===== src/rtl/instr_loader_pkg.sv =====
// Shared types and constants for the boot-time instruction loader.
package instr_loader_pkg;

  typedef enum logic [2:0] {
    ST_LEN,
    ST_DATA,
    ST_CSUM,
    ST_DONE,
    ST_ERR
  } state_e;

  localparam int BYTES_PER_WORD = 4;
  localparam logic [3:0] BE_FULL = 4'b1111;

endpackage


===== src/rtl/instr_loader_packer.sv =====
// Assembles accepted bytes into little-endian 32-bit words; pulses word_valid_o
// combinationally on the fourth byte of each group.
module instr_loader_packer (
  input  logic        clk_sys,
  input  logic        rst_sys_n,
  input  logic        byte_fire_i,
  input  logic [7:0]  byte_data_i,
  output logic        word_valid_o,
  output logic [31:0] word_o
);

  logic [1:0]  cnt_q, cnt_d;
  logic [23:0] shift_q, shift_d;

  always_ff @(posedge clk_sys or negedge rst_sys_n) begin
    if (!rst_sys_n) begin
      cnt_q   <= '0;
      shift_q <= '0;
    end else begin
      cnt_q   <= cnt_d;
      shift_q <= shift_d;
    end
  end

  // Newest byte enters at the top, so byte 0 of a group ends up in bits [7:0].
  always_comb begin
    cnt_d   = cnt_q;
    shift_d = shift_q;
    if (byte_fire_i) begin
      cnt_d   = cnt_q + 2'd1;
      shift_d = {byte_data_i, shift_q[23:8]};
    end
  end

  assign word_o       = {byte_data_i, shift_q};
  assign word_valid_o = byte_fire_i && (cnt_q == 2'd3);

endmodule


===== src/rtl/instr_loader.sv =====
// Framed boot loader: length header, payload words written to ROM, checksum
// trailer; the core is released from reset only after a verified frame.
module instr_loader
  import instr_loader_pkg::*;
#(
  parameter int MEM_SIZE = 16384,
  parameter int ADDR_W   = 32
) (
  input  logic              clk_sys,
  input  logic              rst_sys_n,
  input  logic              byte_valid_i,
  input  logic [7:0]        byte_data_i,
  output logic              byte_ready_o,
  output logic              mem_we_o,
  output logic [3:0]        mem_be_o,
  output logic [ADDR_W-1:0] mem_addr_o,
  output logic [31:0]       mem_wdata_o,
  output logic              core_rst_no,
  output logic              load_done_o,
  output logic              load_err_o
);

  localparam int MAX_WORDS = MEM_SIZE / BYTES_PER_WORD;
  localparam int IDX_W     = $clog2(MAX_WORDS) + 1;

  state_e             state_q, state_d;
  logic [IDX_W-1:0]   len_q, len_d;
  logic [IDX_W-1:0]   word_idx_q, word_idx_d;
  logic [31:0]        sum_q, sum_d;
  logic               we_q, we_d;
  logic [ADDR_W-1:0]  addr_q, addr_d;
  logic [31:0]        wdata_q, wdata_d;

  logic               byte_fire;
  logic               word_valid;
  logic [31:0]        word;

  assign byte_fire = byte_valid_i && byte_ready_o;

  instr_loader_packer u_packer (
    .clk_sys      (clk_sys),
    .rst_sys_n    (rst_sys_n),
    .byte_fire_i  (byte_fire),
    .byte_data_i  (byte_data_i),
    .word_valid_o (word_valid),
    .word_o       (word)
  );

  always_ff @(posedge clk_sys or negedge rst_sys_n) begin
    if (!rst_sys_n) begin
      state_q    <= ST_LEN;
      len_q      <= '0;
      word_idx_q <= '0;
      sum_q      <= '0;
      we_q       <= 1'b0;
      addr_q     <= '0;
      wdata_q    <= '0;
    end else begin
      state_q    <= state_d;
      len_q      <= len_d;
      word_idx_q <= word_idx_d;
      sum_q      <= sum_d;
      we_q       <= we_d;
      addr_q     <= addr_d;
      wdata_q    <= wdata_d;
    end
  end

  // Every decision is taken on the fourth byte of a group; the write port
  // registers are loaded at the same moment so the strobe follows one cycle later.
  always_comb begin
    state_d    = state_q;
    len_d      = len_q;
    word_idx_d = word_idx_q;
    sum_d      = sum_q;
    we_d       = 1'b0;
    addr_d     = addr_q;
    wdata_d    = wdata_q;
    case (state_q)
      ST_LEN: begin
        if (word_valid) begin
          len_d = word[IDX_W-1:0];
          if (word > 32'(MAX_WORDS)) state_d = ST_ERR;
          else if (word == 32'd0)    state_d = ST_CSUM;
          else                       state_d = ST_DATA;
        end
      end
      ST_DATA: begin
        if (word_valid) begin
          we_d       = 1'b1;
          addr_d     = ADDR_W'({word_idx_q, 2'b00});
          wdata_d    = word;
          sum_d      = sum_q + word;
          word_idx_d = word_idx_q + IDX_W'(1);
          if (word_idx_d == len_q) state_d = ST_CSUM;
        end
      end
      ST_CSUM: begin
        if (word_valid) state_d = (word == sum_q) ? ST_DONE : ST_ERR;
      end
      ST_DONE: state_d = ST_DONE;
      ST_ERR:  state_d = ST_ERR;
      default: state_d = ST_ERR;
    endcase
  end

  always_comb begin
    byte_ready_o = (state_q == ST_LEN) || (state_q == ST_DATA) || (state_q == ST_CSUM);
    core_rst_no  = (state_q == ST_DONE);
    load_done_o  = (state_q == ST_DONE);
    load_err_o   = (state_q == ST_ERR);
    mem_we_o     = we_q;
    mem_be_o     = we_q ? BE_FULL : 4'b0000;
    mem_addr_o   = addr_q;
    mem_wdata_o  = wdata_q;
  end

endmodule


===== config.mk =====
export PLATFORM = sky130hd
export DESIGN_NAME = instr_loader
export DESIGN_NICKNAME = d
export VERILOG_FILES = /design/src/rtl/instr_loader_pkg.sv /design/src/rtl/instr_loader_packer.sv /design/src/rtl/instr_loader.sv
export SDC_FILE = /design/constraint.sdc
export NUM_CORES = 1
export LEC_CHECK = 0
export CAP_MARGIN = 20
export CORE_MARGIN = 2
export CORE_UTILIZATION = 57
export DETAILED_ROUTE_END_ITERATION = 6
export GPL_TIMING_DRIVEN = 1
export PLACE_DENSITY = 0.83
export SLEW_MARGIN = 30
export SYNTH_ARGS = -nofsm -noshare
export SYNTH_HDL_FRONTEND = slang
export SYNTH_HIERARCHICAL = 1
export SYNTH_SLANG_ARGS = --single-unit

===== constraint.sdc =====
create_clock -name clk_sys -period 3.25 [get_ports clk_sys]
set_input_delay 0.325 -clock clk_sys [delete_from_list [all_inputs] [get_ports clk_sys]]
set_output_delay 0.325 -clock clk_sys [all_outputs]
set_load 0.02 [all_outputs]

==> flow_summary.toml <==
[run_status]
status = "complete, no violations"

[floorplanning]
fp-row-count = 42
die_y_um = 119
io_pins = 84
dieArea_um2 = 14200
start_util = 0.579
dieWidth_um = 119
coreArea_um2 = 13100

[place]
gp_congestion = 0.901
io_buffers = 64
hpwl_um = 11900

[worst_hold_path]
min_path_cells = 2
min_path_type = "register to register"
hold_end = "mem_addr_o[9]$_DFFE_PN0P_"
holdCritStartpoint = "mem_addr_o[9]$_DFFE_PN0P_"

[sta]
finalSetupViolCount = 0
max_slew.worst_pin.slew_ns = 0.808
finalCritPeriodShare = 0.908
fmax_mhz = 339
finClkSkew_ns = 0.00766
fin_tns_setup_ns = 0
max-slew-margin-rel = 0.462
maxSlewViolCount = 0
rsz0062_at_grt = "false"
fin_crit_ns = 2.95
hold_viol_final = 0

[route]
num_vias = 5856
first_iter_violations = 428
routedWlPerCell_um = 17.4
via_per_inst = 5.76
remaining_drc_errors = 0
drtPass1Iterations = 5
routed_wl_um = 17700
ant_nets = 0

[critical_path]
critical_path_required_ns = 3.54
crit_arrival_ns = 3.24
slowest_delay_ns = 0.43
path_cells = "ha_1 -> fa_1 -> a21o_1 -> a21oi_1 -> o211ai_2 -> a211oi_2 -> nor4_2 -> nor2_1 -> o31ai_1 -> xnor2_1 -> o21ai_0"
worstRegToRegCells = 11
r2r_start = "u_packer/shift_q[0]$_DFFE_PN0P_"
regToRegEndpoint = "sum_q[26]$_DFFE_PN0P_"
crit_family = "compound AO/OA/AOI/OAI gates"
critical_path.slowest_cell = "dfrtp_1"
critPathLaunchType = "register"
critical_path_buf_inv_count = 0
crit_fanout = 5
critPathKind = "register to register"
cp-end-kind = "register"
r2r_setup_slack_ns = 0.30

[clock_network]
cts_max_level = 4
post_cts_resized = 0
clkSlewWorstSetupHoldPaths_ns = 0.06
clock_latency_ns = 0.43
cts_root_buf = "clkbuf_16"
cts.sinks = 133
cts_buffer_depth = 2
cts_buffers = 17
cts_tree = "yes"
cts_setup_buffers = 0

[run]
drv_cap = 0

[synthesis]
ys_ff_latch = 133
synth_top_area_share = 0.440
synth_area_um2 = 7570
yosysWarningCount = 6
syn_area_per_cell_um2 = 9.57
yosysSeqAreaShare = 0.440
synthFlopType = "dfrtp_1"
synth-edff-count = 0
synthesis.instances = 791
synth_cell_type_count = 64
async_reset_ff_frac = 1.00
yosys-top-cells-area = "dfrtp_1 44%, nand2_1 9.7%, ha_1 5.5%"
yosysTopAreaCell = "dfrtp_1"

[cells_and_area]
diodes = 0
fin_util = 0.669
drive_above_1_share = 0.120
nNetsFinal = 872
syn_to_final_growth_pct = 15.6

[power]
power.density_nw_per_um2 = 928
cellLeakagePower_nw = 4.21
ir_worst_vdd_mv = 0.476

[grt]
gr-total-overflow = 0
grtUsageTotal = 0.262
grt_pass1_vias = 5864
grt_start_max_net_pins = 111
grt_pass1_wl_um = 29200
antenna_found_initial = 0
[metal layers]
metal  wire [um]  part of all wire  vias to the layer above  global-route usage
met5           0                 0                        -                   0
met4         451             0.025                        0              0.0982
met3         969             0.055                       40              0.0632
met2        8760              0.49                      202               0.435
met1        7520              0.42                     2866               0.332
li1            -                 -                     2748                   -
[report_power, final]
group	internal [mW]	switching (mW)
Combinational	1.61	2.11
Clock	1.10	0.771
Sequential	2.15	0.393
[how the worst max path moves through the flow]
stage / startpoint / endpoint / slack [ns] / cells after the start
2_1_floorplan: state_q[1]$_DFFE_PN0P_ / len_q[10]$_DFFE_PN0P_ / 0.19 / 9
3_3_place_gp: byte_data_i[1] / sum_q[30]$_DFFE_PN0P_ / 0.36 / 11
3_5_place_dp: byte_data_i[1] / sum_q[30]$_DFFE_PN0P_ / 0.30 / 11
4_1_cts: u_packer/shift_q[0]$_DFFE_PN0P_ / sum_q[26]$_DFFE_PN0P_ / 0.31 / 11
5_1_grt: u_packer/shift_q[0]$_DFFE_PN0P_ / sum_q[26]$_DFFE_PN0P_ / 0.08 / 11
6_report: u_packer/shift_q[0]$_DFFE_PN0P_ / sum_q[26]$_DFFE_PN0P_ / 0.30 / 11
[synth_stat cells (all sizes together) (7+ instances only)]
| cell type | instances |
|---|---|
| dfrtp | 133 |
| nand2 | 195 |
| ha | 33 |
| mux2 | 40 |
| xnor2 | 40 |
| buf | 42 |
| nor4 | 17 |
| a21oi | 28 |
| nand3 | 15 |
| nor3 | 15 |
| nand4 | 10 |
| clkbuf | 34 |
| o31ai | 7 |
| o21ai | 37 |
| inv | 8 |
| a21o | 26 |
| xor2 | 18 |
| nor2 | 25 |
[flip-flops by register name (all words and copies together), names as in the netlist]
register and count:
state_q 3, u_packer/cnt_q 2, len_q 13, word_idx_q 13, mem_wdata_o 32, sum_q 32, mem_we_o 1, mem_addr_o 13
u_packer/shift_q 24
[placed cells by master (no fill, tap or decap), types with 5 or more instances in the layout]
| cell | instances |
|---|---|
| xnor2_1 | 40 |
| a21o_1 | 26 |
| mux2_4 | 18 |
| inv_1 | 7 |
| o31ai_1 | 7 |
| a21oi_1 | 28 |
| mux2_2 | 22 |
| clkinvlp_4 | 6 |
| nand2_1 | 194 |
| ha_1 | 33 |
| nor2_1 | 25 |
| nor4_1 | 16 |
| xor2_1 | 18 |
| o21bai_1 | 5 |
| dfrtp_1 | 133 |
| o21ai_0 | 35 |
| conb_1 | 19 |
| nand4_1 | 10 |
| buf_4 | 8 |
| clkbuf_16 | 17 |
| clkdlybuf4s50_1 | 63 |
| nand3_1 | 14 |
| nor3_1 | 14 |
[layout make-up]
class                   count  area [um2]
clock buffers              19         453
clock inverters            13         124
fillers                  1005        4330
inverters                   8        30.0
multi-input cells         592        3840
flip-flops and latches    133        3330
well taps                 176         220
repair buffers             75         752
[cell families after synthesis]
kind of cell,count (synthesis),synth area share
other,1,0.000495
AO/OA/AOI/OAI,137,0.124
flip-flops,133,0.440
AND/OR/NAND/NOR,302,0.177
adder cells (fa/ha/maj),34,0.0572
buffers and inverters,84,0.0635
multiplexers,42,0.0711
XOR/XNOR,58,0.0671
[stage by stage]
step | hold slack (ns) | instance area, um2 | power (mW) | cells | setup slack [ns]
after floorplan | 0.0294 | 7640 | 5.12 | 809 | 0.193
after global placement | 0.444 | 8160 | 6.12 | 983 | 0.360
after detailed placement | 0.453 | 8160 | 6.21 | 983 | 0.297
after CTS | 0.476 | 8750 | 8.13 | 1016 | 0.306
after global routing | 0.495 | 8750 | 8.65 | 1016 | 0.0777
final | 0.471 | 8750 | 8.12 | 1016 | 0.300
[timing repair]
action                                  CTS  global route
hold endpoints to repair                  1             0
endpoints found under the setup margin    0             0
hold buffers                              1             0
[worst min-delay path: cells and delay by family, from the launching register on]
| kind | cells | cell delay, ns |
|---|---|---|
| flops | 1 | 0.33 |
| simple gates | 2 | 0.10 |
Note: power is estimated with default switching activity, not from simulation.
